[src/rtl/cpu_pkg.sv]
// Shared definitions for the 16-bit processor pipeline.
//   - Datapath and register-index widths.
//   - Opcode constants for the non-ALU and halt instructions.
//   - Halt-drain FSM state encoding and the latched control bundle.
package cpu_pkg;

    localparam int DATA_W     = 16;
    localparam int REG_ADDR_W = 3;

    localparam logic [4:0] OP_HALT = 5'b00000;
    localparam logic [4:0] OP_SLBI = 5'b10010;
    localparam logic [4:0] OP_LBI  = 5'b11000;
    localparam logic [4:0] OP_BTR  = 5'b11001;

    typedef enum logic [1:0] {
        RUN    = 2'd0,
        DRAIN  = 2'd1,
        HALTED = 2'd2
    } halt_state_t;

    // Decoded controls that travel with an instruction into the memory stage.
    typedef struct packed {
        logic reg_write;
        logic mem_read;
        logic mem_write;
        logic halt;
    } mem_ctrl_t;

endpackage

[src/rtl/pipe_dff_en.sv]
// Width-parameterised pipeline flop.
//   clk, rst_n : clock, asynchronous active-low reset (clears to 0)
//   en         : update enable; when low the flop holds regardless of clr
//   clr        : synchronous clear, effective only while en is high
//   d / q      : data in / registered data out
module pipe_dff_en #(
    parameter int W = 1
) (
    input  logic         clk,
    input  logic         rst_n,
    input  logic         en,
    input  logic         clr,
    input  logic [W-1:0] d,
    output logic [W-1:0] q
);

    logic [W-1:0] q_q, q_d;

    // Enable gates the clear too, so a hold always wins over a squash.
    always_comb begin
        q_d = q_q;
        if (en) begin
            q_d = clr ? '0 : d;
        end
    end

    always_ff @(posedge clk or negedge rst_n) begin
        if (!rst_n) begin
            q_q <= '0;
        end else begin
            q_q <= q_d;
        end
    end

    assign q = q_q;

endmodule

[src/rtl/ex_mem_stage.sv]
// EX/MEM pipeline register with stall, flush, halt drain and forwarding.
//   Inputs  : ex_* fields from execute, stall (hold everything), flush
//             (squash incoming instruction).
//   Outputs : mem_* latched fields, fwd_valid/fwd_reg back to execute,
//             halted once HALT has drained out of this stage.
//   Optional: define EX_MEM_PERF_EN to add stall_cnt / bubble_cnt
//             saturating 16-bit performance counters.
module ex_mem_stage #(
    parameter int DATA_W     = cpu_pkg::DATA_W,
    parameter int REG_ADDR_W = cpu_pkg::REG_ADDR_W
) (
    input  logic                  clk,
    input  logic                  rst_n,
    input  logic                  ex_valid,
    input  logic [15:0]           ex_instr,
    input  logic [DATA_W-1:0]     ex_alu_res,
    input  logic [DATA_W-1:0]     ex_non_alu_res,
    input  logic                  ex_alu_res_ctrl,
    input  logic [DATA_W-1:0]     ex_store_data,
    input  logic [REG_ADDR_W-1:0] ex_wr_reg,
    input  logic                  ex_reg_write,
    input  logic                  ex_mem_read,
    input  logic                  ex_mem_write,
    input  logic                  ex_halt,
    input  logic                  stall,
    input  logic                  flush,
    output logic                  mem_valid,
    output logic [15:0]           mem_instr,
    output logic [DATA_W-1:0]     mem_result,
    output logic [DATA_W-1:0]     mem_store_data,
    output logic [REG_ADDR_W-1:0] mem_wr_reg,
    output logic                  mem_reg_write,
    output logic                  mem_mem_read,
    output logic                  mem_mem_write,
    output logic                  mem_halt,
    output logic                  fwd_valid,
    output logic [REG_ADDR_W-1:0] fwd_reg,
    output logic                  halted
`ifdef EX_MEM_PERF_EN
    ,
    output logic [15:0]           stall_cnt,
    output logic [15:0]           bubble_cnt
`endif
);

    import cpu_pkg::*;

    halt_state_t state_q, state_d;

    logic              load_en;
    logic              bubble;
    logic [DATA_W-1:0] sel_res;
    mem_ctrl_t         ex_ctrl;
    mem_ctrl_t         mem_ctrl;

    assign load_en = ~stall;
    // Once HALT is accepted nothing else may enter, so any non-RUN state squashes.
    assign bubble  = flush | (state_q != RUN) | ~ex_valid;
    assign sel_res = ex_alu_res_ctrl ? ex_non_alu_res : ex_alu_res;

    assign ex_ctrl.reg_write = ex_reg_write;
    assign ex_ctrl.mem_read  = ex_mem_read;
    assign ex_ctrl.mem_write = ex_mem_write;
    assign ex_ctrl.halt      = ex_halt;

    // ---------------- Pipeline fields ----------------
    pipe_dff_en #(.W(1)) u_valid (
        .clk(clk), .rst_n(rst_n), .en(load_en), .clr(bubble),
        .d(1'b1), .q(mem_valid)
    );

    pipe_dff_en #(.W(16)) u_instr (
        .clk(clk), .rst_n(rst_n), .en(load_en), .clr(bubble),
        .d(ex_instr), .q(mem_instr)
    );

    pipe_dff_en #(.W(DATA_W)) u_result (
        .clk(clk), .rst_n(rst_n), .en(load_en), .clr(bubble),
        .d(sel_res), .q(mem_result)
    );

    pipe_dff_en #(.W(DATA_W)) u_store (
        .clk(clk), .rst_n(rst_n), .en(load_en), .clr(bubble),
        .d(ex_store_data), .q(mem_store_data)
    );

    pipe_dff_en #(.W(REG_ADDR_W)) u_wr_reg (
        .clk(clk), .rst_n(rst_n), .en(load_en), .clr(bubble),
        .d(ex_wr_reg), .q(mem_wr_reg)
    );

    pipe_dff_en #(.W($bits(mem_ctrl_t))) u_ctrl (
        .clk(clk), .rst_n(rst_n), .en(load_en), .clr(bubble),
        .d(ex_ctrl), .q(mem_ctrl)
    );

    assign mem_reg_write = mem_ctrl.reg_write;
    assign mem_mem_read  = mem_ctrl.mem_read;
    assign mem_mem_write = mem_ctrl.mem_write;
    assign mem_halt      = mem_ctrl.halt;

    // ---------------- Halt-drain FSM ----------------
    always_comb begin
        state_d = state_q;
        if (!stall) begin
            unique case (state_q)
                RUN:     if (!bubble && ex_halt) state_d = DRAIN;
                DRAIN:   state_d = HALTED;  // HALT leaves, bubble enters
                HALTED:  state_d = HALTED;
                default: state_d = RUN;
            endcase
        end
    end

    always_ff @(posedge clk or negedge rst_n) begin
        if (!rst_n) begin
            state_q <= RUN;
        end else begin
            state_q <= state_d;
        end
    end

    assign halted = (state_q == HALTED);

    // ---------------- Forwarding ----------------
    // Load data only exists after the memory access, so loads never forward here.
    assign fwd_valid = mem_valid & mem_reg_write & ~mem_mem_read;
    assign fwd_reg   = mem_wr_reg;

`ifdef EX_MEM_PERF_EN
    // ---------------- Performance counters ----------------
    logic [15:0] stall_cnt_q, stall_cnt_d;
    logic [15:0] bubble_cnt_q, bubble_cnt_d;
    logic        cnt_frozen;

    assign cnt_frozen = (state_q == HALTED);

    always_comb begin
        stall_cnt_d  = stall_cnt_q;
        bubble_cnt_d = bubble_cnt_q;
        if (!cnt_frozen) begin
            if (stall && stall_cnt_q != 16'hFFFF) begin
                stall_cnt_d = stall_cnt_q + 16'd1;
            end
            if (!stall && bubble && bubble_cnt_q != 16'hFFFF) begin
                bubble_cnt_d = bubble_cnt_q + 16'd1;
            end
        end
    end

    always_ff @(posedge clk or negedge rst_n) begin
        if (!rst_n) begin
            stall_cnt_q  <= '0;
            bubble_cnt_q <= '0;
        end else begin
            stall_cnt_q  <= stall_cnt_d;
            bubble_cnt_q <= bubble_cnt_d;
        end
    end

    assign stall_cnt  = stall_cnt_q;
    assign bubble_cnt = bubble_cnt_q;
`endif

endmodule

[config.mk]
export PLATFORM = sky130hd
export DESIGN_NAME = ex_mem_stage
export DESIGN_NICKNAME = d
export VERILOG_FILES = /design/src/rtl/cpu_pkg.sv /design/src/rtl/pipe_dff_en.sv /design/src/rtl/ex_mem_stage.sv
export SDC_FILE = /design/constraint.sdc
export NUM_CORES = 1
export LEC_CHECK = 0
export CORE_MARGIN = 10
export CORE_UTILIZATION = 39
export CTS_CLUSTER_SIZE = 25
export DETAILED_ROUTE_END_ITERATION = 12
export PLACE_DENSITY_LB_ADDON = 0.15
export SLEW_MARGIN = 20
export SYNTH_ARGS = -nofsm -noshare
export SYNTH_HDL_FRONTEND = slang
export SYNTH_SLANG_ARGS = --single-unit
[constraint.sdc]
create_clock -name clk -period 3 [get_ports clk]
set_input_delay 0.45 -clock clk [delete_from_list [all_inputs] [get_ports clk]]
set_output_delay 0.45 -clock clk [all_outputs]
set_load 0.005 [all_outputs]
After elaboration in Yosys (flattened, before gate mapping)
Cells that the tools add are included.
{"block": "word_totals", "in_bits": 77, "register_bits": 58, "ramBits": 0, "wordCells": 32, "romBits": 0, "out_inout_bits": 61, "memories": 0, "latchBits": 0}
{"block": "classes", "n_eq_ne": 3, "reduce_logical": 6, "shifts": 0, "multipliers": 0, "mux": 9, "n_div": 0, "addsub": 0, "n_bitwise": 7, "magnitude_cmp": 0}
{"op": "two-way mux 16 bit", "n": 4}
{"op": "two-way mux 4 bit", "n": 1}
{"op": "one-hot mux 2 bit (2 select lines)", "n": 1}
{"op": "two-way mux 3 bit", "n": 1}
{"op": "inverter 1 bit", "n": 3}
{"op": "bitwise AND 1 bit", "n": 2}
{"op": "== test 2 x 1 -> 1 bit, second input constant", "n": 1}
{"op": "== test 2 bit, second input constant", "n": 1}
{"op": "zero test 2 bit", "n": 1}
{"op": "two-way mux 2 bit", "n": 1}
{"op": "inequality test 2 bit, second input constant", "n": 1}
{"op": "OR 1 bit", "n": 2}
{"op": "AND reduction 2 bit", "n": 1}
{"op": "nonzero test 2 bit", "n": 1}
{"op": "OR reduction 2 bit", "n": 1}
{"op": "logical AND 1 bit", "n": 1}
{"op": "zero test 1 bit", "n": 1}
{"op": "two-way mux 1 bit", "n": 1}

Logic depth before layout (Yosys ltp)
{"block": "logic_depth", "word_depth": 7, "depth_mapped": 6, "mapped_depth_nobuf": 4}

By module
From an unflattened synthesis, not the netlist that was laid out.
{"block": "unflattened", "hier_cells": 273, "area_unflattened_um2": 2822.7}
{"module": "pipe_dff_en (u_instr ...)", "cells_each": 68, "instances": 3, "area_per_inst_um2": 693.2, "seq_area_each_um2": 400.4}
{"module": "ex_mem_stage", "cells_each": 37, "instances": 1, "area_per_inst_um2": 412.9, "seq_area_each_um2": 50.0}
{"module": "pipe_dff_en (u_ctrl)", "cells_each": 16, "instances": 1, "area_per_inst_um2": 165.2, "seq_area_each_um2": 100.1}
{"module": "pipe_dff_en (u_wr_reg)", "cells_each": 12, "instances": 1, "area_per_inst_um2": 123.9, "seq_area_each_um2": 75.1}
{"module": "pipe_dff_en (u_valid)", "cells_each": 4, "instances": 1, "area_per_inst_um2": 41.3, "seq_area_each_um2": 25.0}

Worst setup path after synthesis
OpenSTA, ideal clock, no wires.
{"block": "synth_timing", "path_type": "in2reg", "startpoint": "input port stall", "endpoint": "register u_store.q_q[0] (netlist: u_store.q[0])", "path_slack_ns": 1.643, "setup_ns": 0.121, "t_required_ns": 2.879, "arrival_ns": 1.237, "cell_stages": 6, "cell_sequence": "buf_2 > nor3b_2 > and2_2 > buf_6 > buf_6 > a22o_1"}
{"item": "from (decl)", "line_no": "ex_mem_stage.sv:25", "text": "input logic stall,"}
{"item": "to (signal assigned)", "line_no": "pipe_dff_en.sv:31", "text": "q_q <= q_d;"}
{"item": "to (decl)", "line_no": "pipe_dff_en.sv:17", "text": "logic [W-1:0] q_q, q_d;"}

Worst setup path after layout
{"block": "layout_timing", "startpoint": "register state_q[0]", "endpoint": "output port halted"}
{"block": "layout_between", "elab_chain_cells": 1}
{"item": "from (decl)", "line_no": "ex_mem_stage.sv:48", "text": "halt_state_t state_q, state_d;"}
{"item": "from (signal assigned)", "line_no": "ex_mem_stage.sv:119", "text": "state_q <= state_d;"}
{"item": "== test 2 bit", "line_no": "ex_mem_stage.sv:123", "text": "assign halted = (state_q == HALTED);"}
{"item": "to (decl)", "line_no": "ex_mem_stage.sv:38", "text": "output logic halted"}
No other way between the ends.

==> impl_metrics.py <==
metrics = {
    "cts": {
        "cts_buffers": 9,
        "clockBufferDepth": 2,
        "holdBufCountCts": 0,
        "clock-sinks": 58,
        "post_cts_buffers": 0,
        "clkLatencyLatePin_ps": 330,
        "cts_resized": 0,
        "path_clk_slew_ps": 70,
        "cts-root-buf": "clkbuf_8",
        "htreeDepth": 3,
        "cts_tree": "built",
    },
    "synthesis": {
        "yosysSeqAreaShare": 0.630,
        "avgSynthCellArea_um2": 12.9,
        "yosysUniqueCellTypes": 19,
        "yosysWarnings": 0,
        "ys_seq_elements": 58,
        "syn-cell-area_um2": 2300,
        "syn_nets": 257,
        "synth_cells": 178,
    },
    "hold_path": {
        "holdCritPathClass": "in2async",
    },
    "place": {
        "post-dp-hpwl_mm": 5.34,
        "gp_congestion": 0.734,
        "port_buffers": 137,
        "pre_cts_slack_ps": 913,
    },
    "sta": {
        "finalSetupViolations": 0,
        "period_share": 0.635,
        "fmax_ghz": 0.525,
        "drv_slew": 0,
        "rsz0062_at_grt": "false",
        "final-hold-violation-count": 0,
        "period_minus_slack_ps": 1910,
        "fin_skew_ps": 8.99,
        "worst_slack_ps": 1090,
        "slew_headroom": 0.504,
        "tightest_slew_ps": 744,
        "setup_tns_ps": 0,
    },
    "global_routing": {
        "antenna_found_initial": 0,
        "track_usage": 0.147,
        "grt_start_max_net_pins": 60,
        "grt_pass1_wl_mm": 11.2,
        "first_global_vias": 1986,
        "grt.overflow.total": 0,
    },
    "setup_path": {
        "cp.arrival_ps": 1460,
        "r2r-end": "u_instr.q[14]$_DFFE_PN0N_",
        "crit_path_cell_trace": "inv_1 -> ha_1 -> clkdlybuf4s50_1",
        "ff2ff_path_depth": 4,
        "path_buf_inv": 2,
        "crit_cells": 3,
        "endpoint": "halted",
        "crit_type": "reg2out",
        "crit_path_start_kind": "flip-flop",
        "critPathSlowestCell": "clkdlybuf4s50_1",
        "worstSetupEndpointType": "primary output",
        "worst_ep_required_time_ps": 2550,
        "startpoint": "state_q[0]$_DFFE_PN0P_",
        "r2r-start": "state_q[0]$_DFFE_PN0P_",
        "crit_path_max_incr_delay_ps": 530,
        "r2r_setup_slack_ps": 1370,
        "worst-path-max-fanout": 2,
        "path_delay_family": "buffers and inverters",
    },
    "detailed_routing": {
        "antenna_left": 0,
        "via_per_inst": 4.99,
        "post_drt_wl_per_cell_um": 17.9,
        "drt_iter0_markers": 87,
        "drcViolationCount": 0,
        "totalWireLength_mm": 6.99,
        "num_vias": 1947,
        "dr.pass1.iters": 4,
    },
    "die": {
        "die_area_um2": 9380,
        "fp-row-count": 27,
        "start_util": 0.411,
        "io_pins": 138,
        "die_w_um": 96.9,
        "core_um2": 5610,
        "die_h_um": 96.9,
    },
    "final_layout": {
        "antenna_cells": 0,
        "n_fill_cell": 439,
        "layout.nets": 392,
        "layout-drive-gt1-share": 0.0786,
        "synthToLayoutAreaGrowth_pct": 69.3,
    },
    "power_and_ir_drop": {
        "leakage_nw": 1.75,
        "p_per_area_nw_per_um2": 561,
        "ir_worst_vdd_uv": 259,
    },
    "flow_run": {
        "maxCapViolCount": 0,
    },
    "run_status": {
        "status": "complete, no violations",
    },
}
[per-layer routing]
metal / track usage / share of wire / wire length [µm]
met1: 0.178 / 0.42 / 2930
met2: 0.214 / 0.46 / 3200
met3: 0.0852 / 0.12 / 804
met4: 0.0440 / 0.0072 / 50
met5: 0 / 0 / 0
[flip-flops by register name, summed over array words and instances (netlist names)]
register    cells
u_instr.q      16
u_valid.q       1
u_result.q     16
u_store.q      16
u_wr_reg.q      3
u_ctrl.q        4
state_q         2
[cell usage after synthesis, drive strengths merged]
cell type	instances	area share
dfrtp	58	0.63
a22o	39	0.15
nand2	20	0.033
mux2i	16	0.070
o21ai	16	0.035
buf	13	0.038
clkbuf	4	0.0065
ha	2	0.011
inv	2	0.0033
nor2	2	0.0033
a21oi	1	0.0022
and2	1	0.0033
mux2	1	0.0049
nand3b	1	0.0033
nor3b	1	0.0054
o22a	1	0.0038
[where the power goes]
group,switching (mW),leakage [nW],total [mW],internal (mW)
Clock,0.304,0.116,0.788,0.484
Combinational,0.166,0.845,0.479,0.313
Sequential,0.0503,0.794,0.920,0.870
[worst reg2reg max path, cell delays in order (launching register included)]
cell and delay [ps]:
dfrtp_1 380, inv_1 80, ha_1 200, and2_2 660, a22o_1 240
[logic make-up after synthesis]
family	count (synthesis)	share of synthesized area
muxes	17	0.0744
DFF	58	0.630
AOI/OAI and AO/OA	57	0.189
and+or+nand+nor	25	0.0478
adders and majority gates	2	0.0109
buffers and inverters	19	0.0478
[worst min path at each step]
stage                              startpoint                   endpoint  slack (ps)  depth (start not counted)
floorplan                               rst_n     state_q[0]$_DFFE_PN0P_         150                          0
detailed placement  u_result.q[5]$_DFFE_PN0N_  u_result.q[5]$_DFFE_PN0N_         470                          2
global route                            rst_n   u_store.q[2]$_DFFE_PN0N_         150                          1
CTS                                     rst_n  u_instr.q[10]$_DFFE_PN0N_         120                          1
global placement    u_result.q[1]$_DFFE_PN0N_  u_result.q[1]$_DFFE_PN0N_         460                          2
finish                                  rst_n  u_instr.q[10]$_DFFE_PN0N_         120                          1
[final cells by class]
class	instances	area (µm²)	share of cell area
multi-input combinational	101	742	0.190
timing repair buffer	141	1390	0.357
clock inverter	6	80.1	0.0205
clock buffer	10	138	0.0353
tap	72	90.1	0.0231
inverter	2	7.51	0.00192
sequential	58	1450	0.372
[placed cells by master (no fill, tap or decap), types with 2 or more instances in the layout]
master	netlist	final
clkdlybuf4s50_1	0	135
dfrtp_1	58	58
a22o_1	39	39
nand2_1	20	20
mux2i_1	16	16
o21ai_0	15	15
clkbuf_8	0	10
clkinv_2	0	4
buf_4	4	4
inv_1	2	2
nor2_1	2	2
ha_1	2	2
bufinv_16	0	2
buf_2	7	2
[metrics by stage]
stage | cells | area [µm²] | hold slack (ps) | power, mW | utilization
6_report | 390 | 3900 | 116 | 2.19 | 0.695
4_1_cts | 390 | 3900 | 121 | 2.21 | 0.695
5_1_grt | 390 | 3900 | 150 | 2.29 | 0.695
2_1_floorplan | 178 | 2300 | 154 | 1.09 | -
3_3_place_gp | 374 | 3680 | 464 | 1.41 | 0.657
3_5_place_dp | 374 | 3680 | 473 | 1.42 | 0.657
No activity file was read; power rests on OpenSTA's default activity.
